$ cat config.mk
export PLATFORM = sky130hd
export DESIGN_NAME = mult_pipe_ctrl
export DESIGN_NICKNAME = d
export VERILOG_FILES = /design/src/rtl/mult_pkg.sv /design/src/rtl/mult_vld_stage.sv /design/src/rtl/mult_pipe_ctrl.sv
export SDC_FILE = /design/constraint.sdc
export NUM_CORES = 1
export LEC_CHECK = 0
export CAP_MARGIN = 20
export CORE_ASPECT_RATIO = 1.1
export CORE_UTILIZATION = 55
export CTS_CLUSTER_DIAMETER = 200
export DETAILED_ROUTE_END_ITERATION = 7
export DONT_BUFFER_PORTS = 1
export GPL_TIMING_DRIVEN = 1
export PLACE_DENSITY = 0.77
export SLEW_MARGIN = 10
export SYNTH_ARGS = -nofsm -noshare
export SYNTH_HDL_FRONTEND = slang
export SYNTH_SLANG_ARGS = --single-unit
$ cat constraint.sdc
create_clock -name clk -period 1.9 [get_ports clk]
set_clock_uncertainty 0.05 [all_clocks]
set_input_delay 0.38 -clock clk [delete_from_list [all_inputs] [get_ports clk]]
set_output_delay 0.38 -clock clk [all_outputs]
set_load 0.03 [all_outputs]
$ cat src/rtl/mult_pkg.sv
// Shared constants and helpers for the multiplier pipeline controller.
package mult_pkg;

  localparam int unsigned MULT_STAGES = 3;
  localparam int unsigned MULT_CNT_W  = 16;
  localparam int unsigned MULT_TAG_W  = 4;

  // Number of set valid bits across the pipeline.
  function automatic logic [1:0] occ_count(input logic [MULT_STAGES-1:0] v);
    logic [1:0] sum;
    sum = '0;
    for (int i = 0; i < int'(MULT_STAGES); i++) begin
      sum = sum + {1'b0, v[i]};
    end
    return sum;
  endfunction

endpackage

$ cat src/rtl/mult_vld_stage.sv
// One pipeline slot: a valid bit plus the sideband tag travelling with it.
// Load takes priority over clear so a slot refilled in the same cycle it drains stays valid.
module mult_vld_stage
  import mult_pkg::*;
#(
  parameter int unsigned TAG_W = MULT_TAG_W
) (
  input  logic             clk,
  input  logic             rst,
  input  logic             load,
  input  logic             clear,
  input  logic             vin,
  input  logic [TAG_W-1:0] tin,
  output logic             vout,
  output logic [TAG_W-1:0] tout
);

  logic             v_q;
  logic [TAG_W-1:0] t_q;

  // Valid/tag register; tags are only ever overwritten by a load, never cleared.
  always_ff @(posedge clk or negedge rst) begin
    if (!rst) begin
      v_q <= 1'b0;
      t_q <= '0;
    end else if (load) begin
      v_q <= vin;
      t_q <= tin;
    end else if (clear) begin
      v_q <= 1'b0;
    end
  end

  assign vout = v_q;
  assign tout = t_q;

endmodule

$ cat src/rtl/mult_pipe_ctrl.sv
// Pipeline controller for the 3-stage registered 4x4 multiplier.
// Generates the in_en / s_en / out_en register enables from a valid/ready handshake on both
// ends and carries a sideband tag alongside each operand pair.
// Optional statistics counters are built when MULT_CTRL_STATS_EN is defined.
module mult_pipe_ctrl
  import mult_pkg::*;
#(
  parameter int unsigned TAG_W = MULT_TAG_W
) (
  input  logic                  clk,
  input  logic                  rst,
  input  logic                  flush,
  input  logic                  in_valid,
  output logic                  in_ready,
  input  logic [TAG_W-1:0]      in_tag,
  output logic                  in_en,
  output logic                  s_en,
  output logic                  out_en,
  output logic                  out_valid,
  input  logic                  out_ready,
  output logic [TAG_W-1:0]      out_tag,
  output logic [1:0]            occ,
  output logic [MULT_CNT_W-1:0] acc_cnt,
  output logic [MULT_CNT_W-1:0] done_cnt
);

  logic             v0, v1, v2;
  logic [TAG_W-1:0] t0, t1, t2;
  logic             adv1, adv2;

  // Ready chain runs from the output back to the input; in_ready never looks at in_valid.
  always_comb begin
    adv2     = !v2 | out_ready;
    adv1     = !v1 | adv2;
    out_en   = !flush & v1 & adv2;
    s_en     = !flush & v0 & adv1;
    in_ready = !flush & (!v0 | adv1);
    in_en    = in_valid & in_ready;
  end

  mult_vld_stage #(
    .TAG_W (TAG_W)
  ) u_stage0 (
    .clk   (clk),
    .rst   (rst),
    .load  (in_en),
    .clear (flush | s_en),
    .vin   (1'b1),
    .tin   (in_tag),
    .vout  (v0),
    .tout  (t0)
  );

  mult_vld_stage #(
    .TAG_W (TAG_W)
  ) u_stage1 (
    .clk   (clk),
    .rst   (rst),
    .load  (s_en),
    .clear (flush | out_en),
    .vin   (v0),
    .tin   (t0),
    .vout  (v1),
    .tout  (t1)
  );

  // Output slot empties when the consumer takes the product and nothing replaces it.
  mult_vld_stage #(
    .TAG_W (TAG_W)
  ) u_stage2 (
    .clk   (clk),
    .rst   (rst),
    .load  (out_en),
    .clear (flush | out_ready),
    .vin   (v1),
    .tin   (t1),
    .vout  (v2),
    .tout  (t2)
  );

  assign out_valid = v2;
  assign out_tag   = t2;
  assign occ       = occ_count({v2, v1, v0});

`ifdef MULT_CTRL_STATS_EN
  logic [MULT_CNT_W-1:0] acc_q, done_q;

  // Transaction counters; survive flush, cleared only by reset, wrap naturally.
  always_ff @(posedge clk or negedge rst) begin
    if (!rst) begin
      acc_q  <= '0;
      done_q <= '0;
    end else begin
      if (in_en) begin
        acc_q <= acc_q + MULT_CNT_W'(1);
      end
      if (out_valid && out_ready) begin
        done_q <= done_q + MULT_CNT_W'(1);
      end
    end
  end

  assign acc_cnt  = acc_q;
  assign done_cnt = done_q;
`else
  assign acc_cnt  = '0;
  assign done_cnt = '0;
`endif

endmodule

==> flow_metrics.tcl, run 1 <==
set metrics [dict create \
    p_per_area_nw_per_um2 1030 \
    syn_avg_cell_area_sq_um 11.6 \
    wl_per_cell_microns 10.8 \
    dp_hpwl_microns 880 \
    final_cell_mix "conb_1 (32), dfrtp_1 (14), mux2_2 (8)" \
    fin_crit_sh_pct 98.6 \
    core-area_sq_um 1440 \
    worst_path_max_delay_cell "dfrtp_2" \
    fill_cells 130 \
    ant_nets 0 \
    intPower_uw 558 \
    seq_power_share_pct 56.9 \
    sw_frac_of_total_pct 38.5 \
    total_power_uw 908 \
    path_class "reg2out" \
    cts_sinks 15 \
    critPathLaunchType "flip-flop" \
    gp_congestion 0.768 \
    area_delta_synth_final_pct -0.984 \
    hold_path.class "in2reg" \
    required_ns 1.47 \
    firstDrtPassIters 3 \
    multi_input_area_sq_um 379 \
    cts_buffer_depth 2 \
    total_leakage_power_uw 0.000468 \
    synth_area_leaders "dfrtp_1 (42%), buf_4 (27%), mux2_2 (10%)" \
    status "finished clean" \
    cap_violations 0 \
    relSlewSlack_pct 57.2 \
    pwr-share-clk_pct 19.5 \
    synth_seq_cells 15 \
    final_nets 98 \
    switchingPower_uw 349 \
    met2_usage_pct 21.9 \
    die_y_microns 44.2 \
    design.portCount 52 \
    yosysTopAreaCellShare_pct 42.2 \
    syn_area_sq_um 890 \
    antenna_found_initial 0 \
    drt-total-wl_microns 1110 \
    tritoncts "done" \
    crit_path_end_kind "output port" \
    grt_max_degree 16 \
    pre_cts_ws_ns 0.211 \
    final_common_cell "conb_1" \
    via_per_inst 4.28 \
    setup_tns_ns 0 \
    use_met3_pct 7.54 \
    combPwrFrac_pct 23.6 \
    ir_drop_uv 500 \
    setup_slack_ns 0.0261 \
    met1_usage_pct 17.7 \
    via_count 441 \
    grt_overflow_total 0 \
    yosysUniqueCellTypes 15 \
    synth_largest_area_cell "dfrtp_1" \
    final-max-slew-violation-count 0 \
    tightestPinTransition_ns 0.639 \
    fp.dieW_microns 40.3 \
    area.sequential_sq_um 377 \
    start_util_pct 61.9 \
    hold_violations 0 \
    row_count 14 \
    slowest_delay_ns 0.45 \
    synth_cells 77 \
    drt-initial-drc-count 2 \
    cts_inserted_buffers 3 \
    root_buffer "clkbuf_4" \
    drive_above_1_share_pct 31.0 \
    clk_latency_ns 0.28 \
    rsz0062_at_grt "yes" \
    ys.warnings.count 0 \
    h-tree-depth 1 \
    final_core_util_pct 61.3 \
    cp.arrival_ns 1.44 \
    antennaDiodeCount 0 \
    remaining_drc_errors 0 \
    grt_use_total_pct 15.0 \
    io_buffers 0 \
    die_area_sq_um 1780 \
    period_needed_ns 1.87 \
    path_clk_slew_ns 0.09 \
    finalSetupViolCount 0 \
    crit_fanout 5 \
    grt_pass1_vias 376 \
    fin_hold_ws_ns 0.107 \
    grt_pass1_wl_microns 1690 \
    fmax_ghz 0.534 \
    yosysSeqAreaShare_pct 42.2 \
    top_usage_layer "met2" \
    critical_path.cell_chain "and4b_1 > or3b_4 > inv_6" \
]
[registers in the layout (all words and copies together), names as in the netlist]
register / count
u_stage0.tout: 4
u_stage1.tout: 4
u_stage2.tout: 4
u_stage0.vout: 1
u_stage1.vout: 1
u_stage2.vout: 1
[cell usage after synthesis]
library cell / n
buf_4: 32
dfrtp_1: 15
mux2_2: 8
nor2_1: 5
mux2_4: 4
inv_1: 3
nand3b_1: 2
a21oi_1: 1
and2b_1: 1
and4b_1: 1
buf_6: 1
conb_1: 1
fa_1: 1
nor3b_2: 1
or3b_1: 1
[power by group through the flow]
stage	registers (uW)	logic [uW]	clock network [uW]
final	517	214	177
after global routing	529	230	196
after CTS	518	215	177
after detailed placement	525	203	0
after global placement	518	197	0
after floorplan	510	241	0
[critical path: cells and delay by family, from the launching register on]
kind                   cells  cell delay (ns)
AND/OR/NAND/NOR            2             0.62
buffers and inverters      1             0.10
flip-flops                 1             0.45
[what timing repair did]
item,4_1_cts,5_1_grt
hold buffers,1,0
endpoints found under the hold margin,15,0
cloned,0,0
endpoints found under the setup margin,2,2
pin swaps,0,2
setup buffers,1,2
resized for setup,5,1
[layout make-up]
class                      instances  share of cell area, %
multi-input combinational         57                   43.0
sequential                        15                   42.8
timing repair buffer               8                   7.10
tap                               16                   2.27
inverter                           3                   1.85
clock buffer                       4                   2.98
[layer usage]
| layer | vias up | part of all wire (%) |
|---|---|---|
| li1 | 205 | - |
| met1 | 197 | 38 |
| met2 | 37 | 50 |
| met3 | 2 | 11 |
| met4 | 0 | 1.4 |
| met5 | - | 0 |
[worst paths after layout]
path | from | endpoint | slack, ns | cells past startpoint
hold reg to reg | u_stage1.tout[1]$_DFFE_PN0P_ | u_stage2.tout[1]$_DFFE_PN0P_ | 0.46 | 1
min in group asynchronous | rst | u_stage2.tout[3]$_DFFE_PN0P_ | 0.51 | 1
setup reg to reg | u_stage2.vout$_DFFE_PN0P_ | u_stage0.tout[2]$_DFFE_PN0P_ | 0.20 | 4
max in group asynchronous | rst | u_stage2.vout$_DFFE_PN0P_ | 0.85 | 1
setup / recovery | u_stage2.vout$_DFFE_PN0P_ | in_en | 0.03 | 3
hold / removal | flush | u_stage2.vout$_DFFE_PN0P_ | 0.11 | 1
[metrics by stage]
stage / cell area [sq um] / std cells
floorplan: 1010 / 108
global placement: 811 / 95
detailed placement: 811 / 95
CTS: 863 / 101
global route: 881 / 103
finish: 881 / 103
[logic make-up after synthesis]
family / count (synthesis) / synth area share, %
buffers and inverters: 36 / 29.5
DFF: 15 / 42.2
and+or+nand+nor: 11 / 8.16
other: 1 / 0.422
adders and majority gates: 1 / 2.25
AOI/OAI and AO/OA: 1 / 0.562
muxes: 12 / 16.9
(Power assumes the default switching activity.)
==> run 2, diff against run 1 <==
Settings changed: CELL_PAD_IN_SITES_DETAIL_PLACEMENT set to 1, CELL_PAD_IN_SITES_GLOBAL_PLACEMENT set to 2, CORE_UTILIZATION 55 to 34, PLACE_DENSITY 0.77 to 0.81.
==> run 2 against run 1 <==
The run now ends with negative setup slack left. Core utilization down 23 points. Sequential share of layout area down 3.2 points. Clock power about the same. Die area up 59%.
==> flow_metrics.tcl, run 2 (synthesized netlist as in run 1, its figures left out) <==
set metrics [dict create \
    via_count 470 \
    io_buffers 0 \
    combPwrFrac_pct 25.0 \
    critPathLaunchType "flip-flop" \
    die_y_microns 55.7 \
    grt_pass1_vias 478 \
    ir_drop_uv 441 \
    worst_path_max_delay_cell "fa_2" \
    final-max-slew-violation-count 0 \
    finalSetupViolCount 2 \
    final_common_cell "conb_1" \
    p_per_area_nw_per_um2 969 \
    row_count 19 \
    start_util_pct 35.6 \
    path_clk_slew_ns 0.09 \
    period_needed_ns 1.91 \
    design.portCount 52 \
    fill_cells 296 \
    wl_per_cell_microns 11.3 \
    final_cell_mix "conb_1 (32), dfrtp_1 (15), mux2_2 (8), buf_4 (8)" \
    drt-total-wl_microns 1390 \
    total_leakage_power_uw 0.000501 \
    total_power_uw 920 \
    hold_path.class "in2reg" \
    die_area_sq_um 2830 \
    status "finished with violations" \
    dp_hpwl_microns 1050 \
    hold_violations 0 \
    cts_inserted_buffers 3 \
    cts_sinks 15 \
    cp.arrival_ns 1.48 \
    cts_buffer_depth 2 \
    tritoncts "done" \
    drt-initial-drc-count 0 \
    fin_crit_sh_pct 100 \
    fp.dieW_microns 50.8 \
    via_per_inst 3.82 \
    sw_frac_of_total_pct 38.9 \
    firstDrtPassIters 1 \
    critical_path.cell_chain "buf_6 > fa_2" \
    path_class "reg2out" \
    h-tree-depth 1 \
    core-area_sq_um 2500 \
    gp_congestion 0.708 \
    relSlewSlack_pct 55.4 \
    area_delta_synth_final_pct 6.75 \
    met1_usage_pct 11.2 \
    use_met3_pct 2.73 \
    ant_nets 0 \
    crit_fanout 4 \
    crit_path_end_kind "output port" \
    setup_slack_ns -0.00532 \
    met2_usage_pct 19.0 \
    required_ns 1.47 \
    drive_above_1_share_pct 37.0 \
    seq_power_share_pct 55.6 \
    fmax_ghz 0.525 \
    final_nets 103 \
    intPower_uw 562 \
    tightestPinTransition_ns 0.667 \
    slowest_delay_ns 0.63 \
    cap_violations 0 \
    setup_tns_ns -0.00536 \
    antennaDiodeCount 0 \
    failed_checks "negative setup slack" \
    rsz0062_at_grt "yes" \
    pwr-share-clk_pct 19.4 \
    grt_max_degree 16 \
    antenna_found_initial 0 \
    grt_use_total_pct 10.6 \
    clk_latency_ns 0.27 \
    top_usage_layer "met2" \
    final_area_sq_um 950 \
    grt_overflow_total 0 \
    switchingPower_uw 358 \
    grt_pass1_wl_microns 2170 \
    root_buffer "clkbuf_4" \
    place_area_sq_um 837 \
    remaining_drc_errors 0 \
]
-- run 2: cell count changes in the layout (fill, tap and decap cells not counted), sizes merged --
| cell | change |
|---|---|
| buf | +5 |
| clkbuf | -1 |
| clkinv | +1 |
-- run 2: worst max-delay path, delay by kind of cell, from the launching register on --
family	cells	cell delay, ns
buf+inv	1	0.14
fa+ha+maj	1	0.63
flops	1	0.43
-- run 2: final cells by class --
| cell class | instances | area, sq um | share of cell area [%] |
|---|---|---|---|
| multi-input cells | 57 | 382 | 40.2 |
| flip-flops and latches | 15 | 375 | 39.5 |
| repair buffers | 13 | 115 | 12.1 |
| well taps | 31 | 38.8 | 4.08 |
| clock buffers | 3 | 22.5 | 2.37 |
| inverters | 3 | 11.3 | 1.19 |
| clock inverters | 1 | 5.00 | 0.527 |
-- run 2: metrics by stage --
stage	hold slack [ns]	std cells	setup slack, ns	utilization [%]
6_report	0.110	123	-0.00532	38.0
5_1_grt	0.0859	123	-0.0671	38.0
4_1_cts	0.0923	123	-0.0361	37.6
3_5_place_dp	0.0347	111	0.188	33.5
3_3_place_gp	0.0347	111	0.214	33.5
2_1_floorplan	0.0344	108	0.0131	-
-- run 2: path summary, 6_finish.rpt --
kind / start / cells past startpoint / to / slack [ns]
max in group asynchronous: rst / 1 / u_stage0.vout$_DFFE_PN0P_ / 0.85
max reg2reg: u_stage2.vout$_DFFE_PN0P_ / 4 / u_stage0.tout[1]$_DFFE_PN0P_ / 0.26
min reg2reg: u_stage1.tout[0]$_DFFE_PN0P_ / 1 / u_stage1.tout[0]$_DFFE_PN0P_ / 0.46
max: u_stage2.vout$_DFFE_PN0P_ / 2 / occ[0] / -0.005
min in group asynchronous: rst / 1 / u_stage2.tout[0]$_DFFE_PN0P_ / 0.52
min: flush / 1 / u_stage0.vout$_DFFE_PN0P_ / 0.11
-- run 2: power by group through the flow --
stage	sequential, uW	combinational, uW	clock, uW
after detailed placement	523	207	0
after global placement	519	201	0
after floorplan	510	241	0
after CTS	514	229	189
final	512	230	178
after global routing	524	247	201
-- run 2: what timing repair did --
action | 4_1_cts | 5_1_grt
hold endpoints to repair | 15 | 0
pin swaps | 3 | 1
setup buffers | 7 | 0
hold buffers | 1 | 0
resized for setup | 5 | 4
endpoints found under the setup margin | 3 | 4
gates cloned | 0 | 0
-- run 2: routing by layer --
metal	up-vias	wire length, microns
met1	233	513
met5	-	0
met4	0	12
met2	22	782
met3	2	78
li1	213	-
==> run 3, diff against run 2 <==
Settings changed: CORE_MARGIN set to 2.
==> run 3 against run 2 <==
The flow still finishes with violations (negative setup slack). Combinational power about the same. Die area increased by 7.7%. Critical path depth unchanged. Sequential power increased by 1%. Non-clock buffer count decreased by 2. Register-to-register slack about the same. Sequential share of layout area increased by 1.0 points. Maximum frequency decreased by 0.66%. Count of clock-buffer cells in the layout increased by 1. Cell count decreased by 1.6%. Clock power about the same. Core utilization decreased by 0.85 points. Critical path type unchanged. Largest power group unchanged. Highest routed layer unchanged.
==> flow_metrics.tcl, run 3 (synthesized netlist as in run 1, its figures left out) <==
set metrics [dict create \
    grt_pass1_vias 449 \
    fin_crit_sh_pct 101 \
    ant_nets 0 \
    grt_max_degree 16 \
    grt_use_total_pct 9.31 \
    drt-initial-drc-count 1 \
    h-tree-depth 1 \
    remaining_drc_errors 0 \
    period_needed_ns 1.92 \
    slowest_delay_ns 0.66 \
    critPathLaunchType "flip-flop" \
    relSlewSlack_pct 55.5 \
    fin_hold_ws_ns 0.100 \
    failed_checks "negative setup slack" \
    drive_above_1_share_pct 34.4 \
    place_area_sq_um 837 \
    rrSetupSlack_ns 0.27 \
    required_ns 1.47 \
    holdPathEnd "u_stage1.vout$_DFFE_PN0P_" \
    multi_input_area_sq_um 379 \
    tritoncts "done" \
    core-area_sq_um 2500 \
    r2r_cells 4 \
    final_core_util_pct 37.2 \
    final-max-slew-violation-count 0 \
    cts_sinks 15 \
    via_count 472 \
    firstDrtPassIters 3 \
    path_class "reg2out" \
    worstHoldPathCells 1 \
    final_area_sq_um 928 \
    antenna_found_initial 0 \
    cts_buffer_depth 2 \
    setup_slack_ns -0.0180 \
    finalSetupViolCount 2 \
    fmax_ghz 0.521 \
    die_area_sq_um 3040 \
    hold_path.class "in2reg" \
    tightestPinTransition_ns 0.666 \
    clk_latency_ns 0.28 \
    grt_overflow_total 0 \
    p_per_area_nw_per_um2 994 \
    setup_tns_ns -0.0203 \
    crit_fanout 4 \
    design.portCount 52 \
    status "finished with violations" \
    io_buffers 0 \
    die_y_microns 57.7 \
    dp_hpwl_microns 1120 \
    area.sequential_sq_um 377 \
    final_cells 121 \
    start_util_pct 35.6 \
    dp.cells 111 \
    via_per_inst 3.90 \
    worst_r2r_endpoint "u_stage0.tout[3]$_DFFE_PN0P_" \
    antennaDiodeCount 0 \
    row_count 19 \
    cap_violations 0 \
    critical_path.reg2reg.startpoint "u_stage2.vout$_DFFE_PN0P_" \
    fp.dieW_microns 52.8 \
    area_delta_synth_final_pct 4.36 \
    cp.arrival_ns 1.49 \
    root_buffer "clkbuf_4" \
    final_nets 101 \
    fill_cells 286 \
    worst_path_max_delay_cell "fa_2" \
    wl_per_cell_microns 11.7 \
    final_common_cell "conb_1" \
    final_cell_mix "conb_1 (32), dfrtp_1 (14), mux2_2 (8)" \
    path_clk_slew_ns 0.08 \
    total_leakage_power_uw 0.000485 \
    grt_pass1_wl_microns 1990 \
    gp_congestion 0.669 \
    min_from "flush" \
    drt-total-wl_microns 1420 \
    rsz0062_at_grt "yes" \
    cts_inserted_buffers 3 \
    ir_drop_uv 461 \
    hold_violations 0 \
    critical_path.cell_chain "buf_6 > fa_2" \
    crit_path_end_kind "output port" \
]
run 3: critical path: cells and delay by family (launching register included):
kind | cells | cell delay [ns]
buffers and inverters | 1 | 0.13
adders and majority gates | 1 | 0.66
DFF | 1 | 0.41
run 3: timing repair:
| item | in CTS | in global routing |
|---|---|---|
| hold buffers | 1 | 0 |
| buffers inserted | 3 | 2 |
| resized for setup | 1 | 7 |
| endpoints found under the setup margin | 3 | 3 |
| hold endpoints to repair | 15 | 0 |
| pin swaps | 2 | 3 |
run 3: report_power, final:
part | internal, uW | leakage [uW] | switching (uW) | total (uW)
Clock | 81.5 | 0.0000150 | 95.3 | 177
Sequential | 395 | 0.000182 | 123 | 518
Combinational | 87.3 | 0.000288 | 140 | 228
Total | 564 | 0.000485 | 359 | 922
run 3: final cells by class:
type | count | area share, %
Multi-Input combinational cell | 57 | 40.8
Sequential cell | 15 | 40.6
Timing Repair Buffer | 11 | 10.4
Tap cell | 31 | 4.18
Clock buffer | 4 | 2.83
Inverter | 3 | 1.21
run 3: stage by stage:
stage | worst slack [ns] | total power, uW
global route | -0.0664 | 974
CTS | -0.107 | 929
floorplan | 0.0131 | 751
finish | -0.0180 | 922
detailed placement | 0.216 | 738
global placement | 0.224 | 720
run 3: worst max path at each step:
stage,cells past startpoint,endpoint,start
global route,2,occ[0],u_stage0.vout$_DFFE_PN0P_
CTS,4,in_en,u_stage2.vout$_DFFE_PN0P_
finish,2,occ[0],u_stage0.vout$_DFFE_PN0P_
detailed placement,4,in_en,u_stage1.vout$_DFFE_PN0P_
global placement,4,in_en,u_stage1.vout$_DFFE_PN0P_
floorplan,4,in_en,u_stage2.vout$_DFFE_PN0P_
run 3: routing by layer:
| layer | routed length (microns) | global-route usage (%) | up-vias |
|---|---|---|---|
| met5 | 0 | 0 | - |
| met4 | 47 | 7.69 | 0 |
| met3 | 135 | 2.32 | 5 |
| met2 | 752 | 15.5 | 28 |
| met1 | 483 | 9.60 | 229 |
| li1 | - | - | 210 |
==> edit 1 (config.mk and constraints of run 3) <==
`MULT_TAG_W`: 4 -> 5.
--- a/src/rtl/mult_pkg.sv
+++ b/src/rtl/mult_pkg.sv
@@ -5,3 +5,3 @@
   localparam int unsigned MULT_CNT_W  = 16;
-  localparam int unsigned MULT_TAG_W  = 4;
+  localparam int unsigned MULT_TAG_W  = 5;
 
Interface: changed (resized in_tag and out_tag); port bits go from 52 to 54. No check against the original RTL was run, so the function may have changed too.
==> edit 1 against run 3 <==
Highest routed layer unchanged. Via count rose by 11%. Clock power rose by 30%. Setup slack got worse by 28 ps. Final area rose by 14%. Maximum frequency fell by 1.4%. Sequential share of layout area rose by 2.0 points. Sequential cell count rose by 3. Routed wire length rose by 18%. Critical path type unchanged. Synthesized area rose by 13%. The flow still finishes with violations (setup timing). Sequential power rose by 21%. Total power rose by 19%.
==> edit 1: results (changes against run 3) <==
| Metric | Value |
|---|---|
| Reg-to-reg startpoint | `u_stage0.vout` |
| H-tree levels | `1 (unchanged)` |
| RePlAce Congestion | `0.753 (+13%)` |
| Worst setup startpoint | `u_stage1.vout` |
| Pleak | `0.000554 uW (+14%)` |
| Total routed wirelength | `1670 um (+18%)` |
| Nets@finish | `109 (+7.9%)` |
| All-layer global routing usage | `10.7% (+1.4 points)` |
| Sw Ratio | `37.5% (-1.4 points)` |
| Starting DRT DRC Count | `14 (+13)` |
| Netlist cell types | `16 (+1)` |
| FILL cells | `329 (+15%)` |
| Post-synth ARST share | `100% (unchanged)` |
| Share of post-route cells with drive strength above 1 | `30.9% (-3.5 points)` |
| Violated checks | `setup timing` |
| Final setup violation count | `2 (unchanged)` |
| Slowest stage delay, CP | `680 ps (+20 ps)` |
| Largest net degree at the start of global routing | `19 (+3)` |
| Via Count | `526 (+11%)` |
| Clock buffer depth | `2 (unchanged)` |
| Crit path arrival time | `1520 ps (+30 ps)` |
| Hold path startpoint | `flush` |
| Vias in the first global route | `524 (+17%)` |
| Hold slack | `85.5 ps (-14.6 ps)` |
| Mean post-synth cell area | `11.8 um^2 (+2.3%)` |
| Flop2flop setup slack | `230 ps (-40 ps)` |
| Final worst slack | `-46.2 ps (-28.2 ps)` |
| VDD IR-drop max | `0.000454 V (-1.5%)` |
| Status | `finished with violations` |
| Register area share after synthesis | `44.8% (+2.6 points)` |
| Worst-margin pin slew | `818 ps (+152 ps)` |
| Reg clk slew, reported paths | `100 ps (+20 ps)` |
| Post-DP Area | `952 um^2 (+14%)` |
| Commonest cells post-synth | `buf_4 (32), dfrtp_1 (18)` |
| Hold Path End | `u_stage0.vout` |
| Routed len/inst | `12.9 um (+9.6%)` |
| First-pass GRT wire length | `2590 um (+31%)` |
| Placed instance count | `121 (+9.0%)` |
| Synth top area cells | `dfrtp_1 (45%), buf_4 (24%), mux2_4 (7.5%)` |
| Crit-path slowest cell | `fa_1` |
| RR Endpoint | `u_stage0.tout[2]` |
| Path depth of the worst reg2reg path | `4 (unchanged)` |
## edit 1: layer usage
metal	global-route usage, %	share of wire [%]	up-vias
li1	-	-	233
met1	11.1	38	253
met2	18.2	49	36
met3	3.78	11	4
met4	8.16	2.9	0
met5	0	0	-
## edit 1: timing repair
action	CTS	global route
resized for setup	6	6
hold endpoints to repair	18	0
pin swaps	1	4
setup endpoints to repair	3	5
hold buffers	1	0
buffers inserted	4	1
gates cloned	0	0
## edit 1: kinds of logic (layout without fill, tap and decap cells)
kind of cell	count (synthesis)	count (layout)	synth area share, %
adders and majority gates	1	1	1.99
other	1	32	0.373
buffers and inverters	38	19	26.9
DFF	18	18	44.8
and+or+nand+nor	11	11	6.73
muxes	15	15	18.7
AOI/OAI and AO/OA	1	1	0.498
## edit 1: power groups by stage
stage                     clock (uW)  combinational, uW  sequential [uW]
after floorplan                    0                249              619
after global placement             0                211              631
after detailed placement           0                220              641
after CTS                        246                237              631
after global routing             264                256              641
final                            230                238              629
## edit 1: worst max-delay path by stage
| stage | to | slack [ps] | cells after the start |
|---|---|---|---|
| CTS | in_en | -90 | 4 |
| global route | in_en | -120 | 4 |
| global placement | in_en | 220 | 4 |
| floorplan | in_en | 9 | 4 |
| finish | occ[0] | -50 | 2 |
| detailed placement | in_en | 210 | 4 |
## edit 1: final cells by class
| type | instances | area [um^2] | area share [%] |
|---|---|---|---|
| flip-flops and latches | 18 | 450 | 42.6 |
| clock buffers | 4 | 36.3 | 3.43 |
| repair buffers | 11 | 96.3 | 9.11 |
| inverters | 4 | 20.0 | 1.89 |
| multi-input cells | 60 | 413 | 39.1 |
| well taps | 33 | 41.3 | 3.91 |
## edit 1: stage by stage
stage               total power (uW)  util [%]  setup WS [ps]  setup TNS (ps)
floorplan                        868         -           8.62               0
global placement                 842      34.0            218               0
detailed placement               862      34.0            208               0
CTS                             1120      37.1          -87.5            -139
global route                    1160      37.7           -120            -244
finish                          1100      37.7          -46.2           -87.7
## edit 1: critical path, delay by kind of cell (launching register included)
family / cells / cell delay [ps]
buf+inv: 1 / 150
fa+ha+maj: 1 / 680
flops: 1 / 400
==> edit 2 (settings of run 3) <==
Made on the original files. Add a define of `MULT_CTRL_STATS_EN`.
--- a/src/rtl/mult_pipe_ctrl.sv
+++ b/src/rtl/mult_pipe_ctrl.sv
@@ -4,2 +4,4 @@
 // Optional statistics counters are built when MULT_CTRL_STATS_EN is defined.
+`define MULT_CTRL_STATS_EN
+
 module mult_pipe_ctrl
Behaviour: not the same (a bounded check fails within 4 cycles, from zero or initial values and one cycle with rst low).
==> edit 2 against run 3 <==
Clock power increased to 3.7 times the old value. Combinational power grew to 3.0 times the old value. Final area increased to 2.7 times the old value. Total power rose to 2.9 times the old value. Routed wire length rose to 3.3 times the old value. Sequential cell count increased by 32. Setup slack improved by 66 ps. Synthesized area up 130%.
==> edit 2: results (changes against run 3) <==
| Metric | Value |
|---|---|
| Sw Ratio | `34.3% (-4.5 points)` |
| Initial antenna violation count | `0 (unchanged)` |
| DR pass1 iterations | `2 (-1)` |
| Slowest stage delay, CP | `690 ps (+30 ps)` |
| RR Endpoint | `done_cnt[10]` |
| Placed instance count | `267 (+140%)` |
| VDD IR-drop max | `0.000678 V (+47%)` |
| Hold slack | `89.9 ps (-10.2 ps)` |
| Share of post-route cells with drive strength above 1 | `29.0% (-5.5 points)` |
| Path depth of the worst reg2reg path | `5 (+1)` |
| Nets@finish | `218 (+120%)` |
| Crit path capture | `occ[0]` |
| Netlist cell types | `25 (+10)` |
| Mean post-synth cell area | `12.0 um^2 (+3.7%)` |
| Worst hold path type | `in -> reg` |
| Clock buffer depth | `2 (unchanged)` |
| Post-Syn Nets | `180` |
| RePlAce Congestion | `0.769 (+15%)` |
| Commonest cells post-synth | `dfrtp_1 (47), nand2_1 (30), xnor2_1 (24)` |
| Finished Layout Cells | `284 (+130%)` |
| Pleak | `0.00117 uW (+140%)` |
| Worst setup startpoint | `u_stage2.vout` |
| Synth Flop Type | `dfrtp_1` |
| Flop2flop setup slack | `210 ps (-60 ps)` |
| CTS Root Cell | `clkbuf_8` |
| Ys Warns | `0 (unchanged)` |
| Crit path arrival time | `1420 ps (-70 ps)` |
| Largest net degree at the start of global routing | `48 (+32)` |
| First-pass GRT wire length | `7730 um (+290%)` |
| Total routed wirelength | `4630 um (+230%)` |
| Via Count | `1385 (+190%)` |
| Number of buffers created by CTS | `5 (+2)` |
| Hold Path Depth | `1 (unchanged)` |
| Post-DP Area | `2280 um^2 (+170%)` |
| Post-synth ARST share | `100% (unchanged)` |
| Synth top area cells | `dfrtp_1 (58%), xnor2_1 (10%), nand2_1 (5.6%)` |
| H-tree levels | `2 (+1)` |
| Starting DRT DRC Count | `17 (+16)` |
| Status | `complete, no violations` |
| All-layer global routing usage | `15.0% (+5.7 points)` |
| Vias in the first global route | `1578 (+250%)` |
| Worst-margin pin slew | `446 ps (-220 ps)` |
| Hold Path End | `u_stage0.vout` |
| Register area share after synthesis | `58.4% (+16 points)` |
| Crit-path max FO | `4 (unchanged)` |
| DP HPWL | `3460 um (+210%)` |
| FILL cells | `635 (+120%)` |
[edit 2: final cells by class]
cell class,count,area (um^2),area share [%]
Tap cell,77,96.3,3.88
Multi-Input combinational cell,118,836,33.7
Sequential cell,47,1180,47.5
Timing Repair inverter,1,5.00,0.202
Timing Repair Buffer,31,255,10.3
Inverter,2,12.5,0.504
Clock buffer,8,100,4.03
[edit 2: power groups by stage]
stage                     registers, uW  logic (uW)  clock network [uW]
after CTS                          1360         679                 679
after detailed placement           1380         645                   0
after global placement             1360         618                   0
after floorplan                    1560         217                   0
after global routing               1380         729                 723
final                              1360         676                 653
[edit 2: repair_timing]
action	4_1_cts	5_1_grt
hold buffers	2	0
hold endpoints to repair	47	0
endpoints found under the setup margin	4	5
gates cloned	0	1
setup buffers	0	6
pin swaps	0	1
resized for setup	6	2
[edit 2: layer usage]
layer	global-route usage, %	part of all wire, %
met1	14.8	36
met5	0	0
met3	7.10	8.2
met4	4.87	1.5
met2	27.7	54
[edit 2: per-stage QoR]
stage | util (%) | power, uW | setup WS [ps]
global route | 43.3 | 2840 | 5.00
global placement | 39.7 | 1980 | 229
finish | 43.3 | 2690 | 48.2
CTS | 42.4 | 2720 | 7.15
detailed placement | 39.7 | 2030 | 154
floorplan | - | 1770 | 89.6
[edit 2: logic make-up after synthesis]
group / count (synthesis) / share of synthesized area, %
simple gates: 75 / 20.0
flops: 47 / 58.4
xor+xnor: 30 / 13.1
mux: 9 / 5.03
buf+inv: 3 / 0.994
fa+ha+maj: 3 / 2.24
compound gates: 1 / 0.248
